## config.mk

```make
export PLATFORM = sky130hd
export DESIGN_NAME = yblock_cfgload_flat
export DESIGN_NICKNAME = d
export VERILOG_FILES = /design/src/rtl/morphle_cfg_pkg.sv /design/src/rtl/yblock_cfgload_if.sv /design/src/rtl/yblock_cfgload_strobe_gen.sv /design/src/rtl/yblock_cfgload.sv /design/src/flat_wrapper.sv
export SDC_FILE = /design/constraint.sdc
export NUM_CORES = 1
export LEC_CHECK = 0
export ABC_AREA = 1
export CAP_MARGIN = 15
export CELL_PAD_IN_SITES_DETAIL_PLACEMENT = 1
export CELL_PAD_IN_SITES_GLOBAL_PLACEMENT = 1
export CORE_ASPECT_RATIO = 0.8
export CORE_MARGIN = 2
export CORE_UTILIZATION = 34
export CTS_CLUSTER_DIAMETER = 100
export DETAILED_ROUTE_END_ITERATION = 10
export PLACE_DENSITY_LB_ADDON = 0.3
export REMOVE_ABC_BUFFERS = 1
export SLEW_MARGIN = 20
export SYNTH_ARGS = -nofsm -noshare
export SYNTH_HDL_FRONTEND = slang
export SYNTH_SLANG_ARGS = --single-unit
```

## constraint.sdc

```tcl
create_clock -name clk -period 2.3 [get_ports clk]
set_input_delay 0.46 -clock clk [delete_from_list [all_inputs] [get_ports clk]]
set_output_delay 0.46 -clock clk [all_outputs]
set_load 0.02 [all_outputs]
```

## src/rtl/morphle_cfg_pkg.sv

```systemverilog
// Shared definitions for the yblock configuration loader and the cell code.
//   cfg_state_e : loader / strobe sequencer states
//   cnt_width() : counter width for a given terminal count (minimum 1 bit)
//   Vempty/V0/V1: cell value encodings shared with the cell model
package morphle_cfg_pkg;

    typedef enum logic [2:0] {
        S_IDLE,
        S_CLEAR,
        S_WAIT,
        S_SETUP,
        S_PULSE,
        S_HOLD
    } cfg_state_e;

    localparam logic [1:0] Vempty = 2'd0;
    localparam logic [1:0] V0     = 2'd1;
    localparam logic [1:0] V1     = 2'd2;

    // Bits needed to count 0 .. n-1, never less than one bit.
    function automatic int unsigned cnt_width(input int unsigned n);
        return (n <= 2) ? 1 : $clog2(n);
    endfunction

endpackage

```

## src/rtl/yblock_cfgload_if.sv

```systemverilog
// Configuration word stream (valid/ready).
//   in_data  : configuration word, bit x feeds column x
//   in_valid : source has a word
//   in_ready : loader accepts the word this cycle
// master = configuration source, slave = loader.
interface yblock_cfgload_if #(
    parameter int unsigned BLOCKWIDTH = 8
) ();

    logic [BLOCKWIDTH-1:0] in_data;
    logic                  in_valid;
    logic                  in_ready;

    modport master (output in_data, output in_valid, input in_ready);
    modport slave  (input in_data, input in_valid, output in_ready);

endinterface

```

## src/rtl/yblock_cfgload_strobe_gen.sv

```systemverilog
// Three-phase confclk sequencer (SETUP -> PULSE -> HOLD) for one word.
//   clk, reset : clock, synchronous active-high reset
//   go         : word transfer this cycle; latches word and starts a sequence
//   word       : configuration word to present on cbit
//   confclk    : registered strobe, high only in the PULSE cycle
//   cbit       : registered word, stable from SETUP through HOLD, kept afterwards
//   last_phase : high during the HOLD cycle
module cfg_strobe_gen
    import morphle_cfg_pkg::*;
#(
    parameter int unsigned BLOCKWIDTH = 8
) (
    input  logic                  clk,
    input  logic                  reset,
    input  logic                  go,
    input  logic [BLOCKWIDTH-1:0] word,
    output logic                  confclk,
    output logic [BLOCKWIDTH-1:0] cbit,
    output logic                  last_phase
);

    cfg_state_e            r_phase;
    logic                  r_confclk;
    logic [BLOCKWIDTH-1:0] r_cbit;
    logic                  r_last_phase;

    // Phase sequencer; go is only honoured between sequences.
    always_ff @(posedge clk) begin
        if (reset) begin
            r_phase      <= S_IDLE;
            r_confclk    <= 1'b0;
            r_cbit       <= '0;
            r_last_phase <= 1'b0;
        end else begin
            r_confclk    <= 1'b0;
            r_last_phase <= 1'b0;
            case (r_phase)
                S_IDLE: begin
                    if (go) begin
                        r_phase <= S_SETUP;
                        r_cbit  <= word;
                    end
                end
                S_SETUP: begin
                    r_phase   <= S_PULSE;
                    r_confclk <= 1'b1;
                end
                S_PULSE: begin
                    r_phase      <= S_HOLD;
                    r_last_phase <= 1'b1;
                end
                S_HOLD: begin
                    r_phase <= S_IDLE;
                end
                default: begin
                    r_phase <= S_IDLE;
                end
            endcase
        end
    end

    assign confclk    = r_confclk;
    assign cbit       = r_cbit;
    assign last_phase = r_last_phase;

endmodule

```

## src/rtl/yblock_cfgload.sv

```systemverilog
// Configuration loader for one yblock: clears the array, then shifts SHIFTS
// row-wide words into the column chains, one confclk strobe per word.
//   clk, reset   : clock, synchronous active-high reset (array held in reset)
//   start        : request a full load (honoured in IDLE only)
//   busy         : load in progress
//   done         : one-cycle pulse after the last strobe's hold cycle
//   cfg_in       : word stream, slave side (in_data/in_valid/in_ready)
//   blk_reset    : yblock reset, high during the clear phase
//   blk_confclk  : yblock configuration clock strobe
//   blk_cbitin   : yblock column inputs
//   blk_cbitout  : yblock column outputs (readback only)
//   rb_data      : readback word      (YBLOCK_CFG_READBACK_EN only)
//   rb_valid     : readback strobe    (YBLOCK_CFG_READBACK_EN only)
// Optional feature macro: YBLOCK_CFG_READBACK_EN.
module yblock_cfgload
    import morphle_cfg_pkg::*;
#(
    parameter int unsigned BLOCKWIDTH = 8,
    parameter int unsigned SHIFTS     = 16,
    parameter int unsigned CLRCYCLES  = 4
) (
    input  logic                  clk,
    input  logic                  reset,
    input  logic                  start,
    output logic                  busy,
    output logic                  done,
    yblock_cfgload_if.slave       cfg_in,
    output logic                  blk_reset,
    output logic                  blk_confclk,
    output logic [BLOCKWIDTH-1:0] blk_cbitin,
    input  logic [BLOCKWIDTH-1:0] blk_cbitout
`ifdef YBLOCK_CFG_READBACK_EN
    ,
    output logic [BLOCKWIDTH-1:0] rb_data,
    output logic                  rb_valid
`endif
);

    localparam int unsigned SHIFT_W = cnt_width(SHIFTS);
    localparam int unsigned CLR_W   = cnt_width(CLRCYCLES);

    // S_SETUP here stands for "strobe sequence in flight"; the sub-module
    // owns the individual SETUP/PULSE/HOLD phases.
    cfg_state_e          r_state;
    logic [CLR_W-1:0]    r_clr_cnt;
    logic [SHIFT_W-1:0]  r_shift_cnt;
    logic                r_busy;
    logic                r_done;
    logic                r_in_ready;
    logic                r_blk_reset;

    logic                w_go;
    logic                w_last_phase;

    // in_ready is high exactly in WAIT, so this is the stream handshake.
    assign w_go = r_in_ready && cfg_in.in_valid;

    // Load controller: clear phase, word wait, strobe tracking, counters.
    always_ff @(posedge clk) begin
        if (reset) begin
            r_state     <= S_IDLE;
            r_clr_cnt   <= '0;
            r_shift_cnt <= '0;
            r_busy      <= 1'b0;
            r_done      <= 1'b0;
            r_in_ready  <= 1'b0;
            r_blk_reset <= 1'b1;
        end else begin
            r_done      <= 1'b0;
            r_blk_reset <= 1'b0;
            case (r_state)
                S_IDLE: begin
                    if (start) begin
                        r_state     <= S_CLEAR;
                        r_clr_cnt   <= CLR_W'(CLRCYCLES - 1);
                        r_shift_cnt <= '0;
                        r_busy      <= 1'b1;
                        r_blk_reset <= 1'b1;
                    end
                end
                S_CLEAR: begin
                    if (r_clr_cnt == '0) begin
                        r_state    <= S_WAIT;
                        r_in_ready <= 1'b1;
                    end else begin
                        r_clr_cnt   <= r_clr_cnt - 1'b1;
                        r_blk_reset <= 1'b1;
                    end
                end
                S_WAIT: begin
                    if (w_go) begin
                        r_state    <= S_SETUP;
                        r_in_ready <= 1'b0;
                    end
                end
                S_SETUP: begin
                    if (w_last_phase) begin
                        // Last word: stop without advancing so the counter never wraps.
                        if (r_shift_cnt == SHIFT_W'(SHIFTS - 1)) begin
                            r_state <= S_IDLE;
                            r_done  <= 1'b1;
                            r_busy  <= 1'b0;
                        end else begin
                            r_shift_cnt <= r_shift_cnt + 1'b1;
                            r_state     <= S_WAIT;
                            r_in_ready  <= 1'b1;
                        end
                    end
                end
                default: begin
                    r_state <= S_IDLE;
                end
            endcase
        end
    end

    cfg_strobe_gen #(
        .BLOCKWIDTH (BLOCKWIDTH)
    ) u_strobe (
        .clk        (clk),
        .reset      (reset),
        .go         (w_go),
        .word       (cfg_in.in_data),
        .confclk    (blk_confclk),
        .cbit       (blk_cbitin),
        .last_phase (w_last_phase)
    );

`ifdef YBLOCK_CFG_READBACK_EN
    logic [BLOCKWIDTH-1:0] r_rb_data;
    logic                  r_rb_valid;

    // Capture the bits pushed out of the column bottoms during each HOLD.
    always_ff @(posedge clk) begin
        if (reset) begin
            r_rb_data  <= '0;
            r_rb_valid <= 1'b0;
        end else begin
            r_rb_valid <= 1'b0;
            if (r_state == S_SETUP && w_last_phase) begin
                r_rb_data  <= blk_cbitout;
                r_rb_valid <= 1'b1;
            end
        end
    end

    assign rb_data  = r_rb_data;
    assign rb_valid = r_rb_valid;
`else
    logic w_unused_cbitout;
    assign w_unused_cbitout = ^blk_cbitout;
`endif

    assign busy            = r_busy;
    assign done            = r_done;
    assign blk_reset       = r_blk_reset;
    assign cfg_in.in_ready = r_in_ready;

endmodule

```

## src/flat_wrapper.sv

```systemverilog
// flat-port wrapper written by rule: the top's interface ports become plain ports
module yblock_cfgload_flat import morphle_cfg_pkg::*;
#(
    parameter int unsigned BLOCKWIDTH = 8,
    parameter int unsigned SHIFTS     = 16,
    parameter int unsigned CLRCYCLES  = 4
)
  (clk, reset, start, busy, done, blk_reset, blk_confclk, blk_cbitin, blk_cbitout, cfg_in_in_data, cfg_in_in_valid, cfg_in_in_ready);
  yblock_cfgload_if #(.BLOCKWIDTH(BLOCKWIDTH)) cfg_in_i ();
  input  logic clk;
  input  logic reset;
  input  logic start;
  output logic busy;
  output logic done;
  output logic blk_reset;
  output logic blk_confclk;
  output logic [BLOCKWIDTH-1:0] blk_cbitin;
  input  logic [BLOCKWIDTH-1:0] blk_cbitout;
  input wire logic [$bits(cfg_in_i.in_data)-1:0] cfg_in_in_data;
  input wire logic [$bits(cfg_in_i.in_valid)-1:0] cfg_in_in_valid;
  output wire logic [$bits(cfg_in_i.in_ready)-1:0] cfg_in_in_ready;
  assign cfg_in_i.in_data = cfg_in_in_data;
  assign cfg_in_i.in_valid = cfg_in_in_valid;
  assign cfg_in_in_ready = cfg_in_i.in_ready;
  yblock_cfgload #(.BLOCKWIDTH(BLOCKWIDTH), .SHIFTS(SHIFTS), .CLRCYCLES(CLRCYCLES)) u_core (.clk(clk), .reset(reset), .start(start), .busy(busy), .done(done), .cfg_in(cfg_in_i), .blk_reset(blk_reset), .blk_confclk(blk_confclk), .blk_cbitin(blk_cbitin), .blk_cbitout(blk_cbitout));
endmodule
```

==> flow_metrics.tcl <==
set metrics [dict create \
    status "completed" \
    cts_resized 0 \
    cts_buffers 3 \
    path_class "flip-flop to output port" \
    cp.arrival_ns 1.24 \
    ys.flop_type "dfxtp_1" \
    hpwl_mm 1.89 \
    fin_nets 190 \
    slowest_delay_ns 0.62 \
    setup_tns_ns 0 \
    worst_slew_pin_slew_ns 0.389 \
    yosysTopAreaCellShare 0.481 \
    max_freq_mhz 588 \
    antenna_found_initial 0 \
    synth_top_cell_by_area "dfxtp_1" \
    crit_fanout 2 \
    gr-usage-met3 0.0553 \
    wl_per_cell_um 11.4 \
    ys_ff_latch 25 \
    grt_pass1_wl_mm 4.15 \
    cts_tree "yes" \
    fp.dieW_um 65.8 \
    ant_nets 0 \
    met1_usage 0.179 \
    slowest_stage "clkdlybuf4s50_1" \
    clock_sinks 25 \
    clk_pin_slew_worst_paths_ns 0.08 \
    use_met2 0.285 \
    start_util 0.368 \
    clkLatencyLatePin_ns 0.27 \
    synth_edf_count 0 \
    syn-instance-count 141 \
    final_util 0.481 \
    yosys-top-cells-area "dfxtp_1, nor2_1, nand2_1" \
    max-slew-margin-rel 0.741 \
    io_buffers 24 \
    ys_seq_area_frac 0.481 \
    finalCritPeriodShare 0.739 \
    grt_max_degree 16 \
    synth_common_cells "nor2_1, dfxtp_1, nand2_1" \
    root_buffer "clkbuf_8" \
    rows 17 \
    routed_wl_mm 2.35 \
    switching_power_w 0.000572 \
    finalSetupViolCount 0 \
    power_frac_seq 0.410 \
    holdBufCountCts 0 \
    power_frac_clock 0.173 \
    ys_async_sr_fraction 0 \
    syn_to_final_growth_pct 30.8 \
    p_comb_frac 0.417 \
    cp_top_family "buffers and inverters" \
    crit_chain "clkdlybuf4s50_1" \
    drv_slew 0 \
    worst-path-buf-inv 1 \
    drv_cap 0 \
    cp_data_required_time_ns 1.84 \
    initialDrtViolationCount 21 \
    p_leak_nw 0.566 \
    grt_overflow 0 \
    irDropWorstVdd_v 0.000428 \
    first_global_vias 934 \
    cts_setup_buffers 0 \
    busiest_layer "met2" \
    power_density_nw_per_um2 1080 \
    synth_area_sq_um 1040 \
    period_minus_slack_ns 1.70 \
    startpoint_type "flip-flop" \
    hold_viol_final 0 \
    core_area_sq_um 2830 \
    end_kind "output port" \
    drt_drc_violations_left 0 \
    fin_skew_ns 0.00402 \
    diodes 0 \
    ys.warnings.count 0 \
    die_y_um 53.5 \
    switching_share 0.388 \
    avgSynthCellArea_sq_um 7.37 \
    io_pins 33 \
    die_area_sq_um 3520 \
    rsz0062_at_grt "false" \
    drt-pass1-iter-count 4 \
    yosysUniqueCellTypes 19 \
    place_congestion 0.816 \
    cts_buffer_depth 2 \
    viasPerCell 4.57 \
    hold_path_class "flip-flop to flip-flop" \
    synthMostInstantiatedCell "nor2_1" \
    cts-htree-levels 1 \
    intPower_w 0.000902 \
    grt_usage 0.162 \
    vias 937 \
    drive_gt1_frac 0.0838 \
]
[flip-flops by register name (all words and copies together), names as in the netlist]
register / cells
u_core.u_strobe.r_phase: 3
u_core.r_state: 2
u_core.r_clr_cnt: 2
u_core.blk_reset: 1
u_core.u_strobe.confclk: 1
u_core.cfg_in.in_ready: 1
u_core.busy: 1
u_core.done: 1
u_core.r_shift_cnt: 4
u_core.u_strobe.cbit: 8
u_core.u_strobe.last_phase: 1
[metal layers]
| layer | vias to the layer above | wire [um] |
|---|---|---|
| met2 | 16 | 1090 |
| met1 | 417 | 1090 |
| met5 | - | 0 |
| met4 | 0 | 46 |
| li1 | 500 | - |
| met3 | 4 | 113 |
[final cells by class]
class / instances / area [sq um]
fillers: 351 / 1470
flip-flops and latches: 25 / 500
multi-input cells: 97 / 458
repair buffers: 25 / 248
inverters: 16 / 61.3
well taps: 38 / 47.5
clock buffers: 4 / 45.0
[metrics by stage]
stage,setup slack [ns],hold slack [ns],std cells,total power (W),instance area [sq um]
2_1_floorplan,1.13,0.421,138,0.00102,1020
3_3_place_gp,0.469,0.449,201,0.00121,1320
5_1_grt,0.509,0.493,205,0.00160,1360
6_report,0.600,0.457,205,0.00147,1360
4_1_cts,0.587,0.465,205,0.00150,1360
3_5_place_dp,0.368,0.453,201,0.00124,1320
[power groups by stage]
stage               clock, W  sequential (W)  combinational, W
global route        0.000286        0.000618          0.000700
floorplan                  0        0.000662          0.000360
global placement           0        0.000612          0.000593
finish              0.000255        0.000604          0.000615
detailed placement         0        0.000615          0.000624
CTS                 0.000268        0.000606          0.000627
[final timing paths]
path | slack [ns] | cells after the start | endpoint | startpoint
max | 0.60 | 1 | blk_cbitin[7] | u_core.u_strobe.cbit[7]
min | 0.46 | 2 | u_core.done | u_core.u_strobe.last_phase
max reg2reg | 0.95 | 6 | u_core.u_strobe.cbit[1] | u_core.cfg_in.in_ready
min reg2reg | 0.46 | 2 | u_core.done | u_core.u_strobe.last_phase
[kinds of logic (layout without fill, tap and decap cells)]
| logic type | after synthesis | after routing | share of synthesized area |
|---|---|---|---|
| simple gates | 70 | 70 | 0.284 |
| compound gates | 25 | 25 | 0.132 |
| flops | 25 | 25 | 0.481 |
| buf+inv | 19 | 45 | 0.0782 |
| fa+ha+maj | 2 | 2 | 0.0241 |
[cell usage in the layout, fill, tap and decap left out]
cell type / Yosys / layout
a21oi_1: 9 / 9
a21oi_4: 1 / 1
buf_4: 0 / 1
clkbuf_1: 0 / 1
clkbuf_8: 0 / 3
clkdlybuf4s50_1: 0 / 24
clkinv_2: 1 / 1
dfxtp_1: 25 / 25
ha_1: 2 / 2
inv_1: 14 / 14
inv_2: 1 / 1
nand2_1: 22 / 22
nand2_2: 5 / 5
nand3_1: 10 / 10
nor2_1: 29 / 29
nor2_2: 2 / 2
nor3_1: 2 / 2
o21ai_0: 13 / 13
o21ai_1: 1 / 1
o22ai_1: 1 / 1
Note: power is estimated with default switching activity, not from simulation.
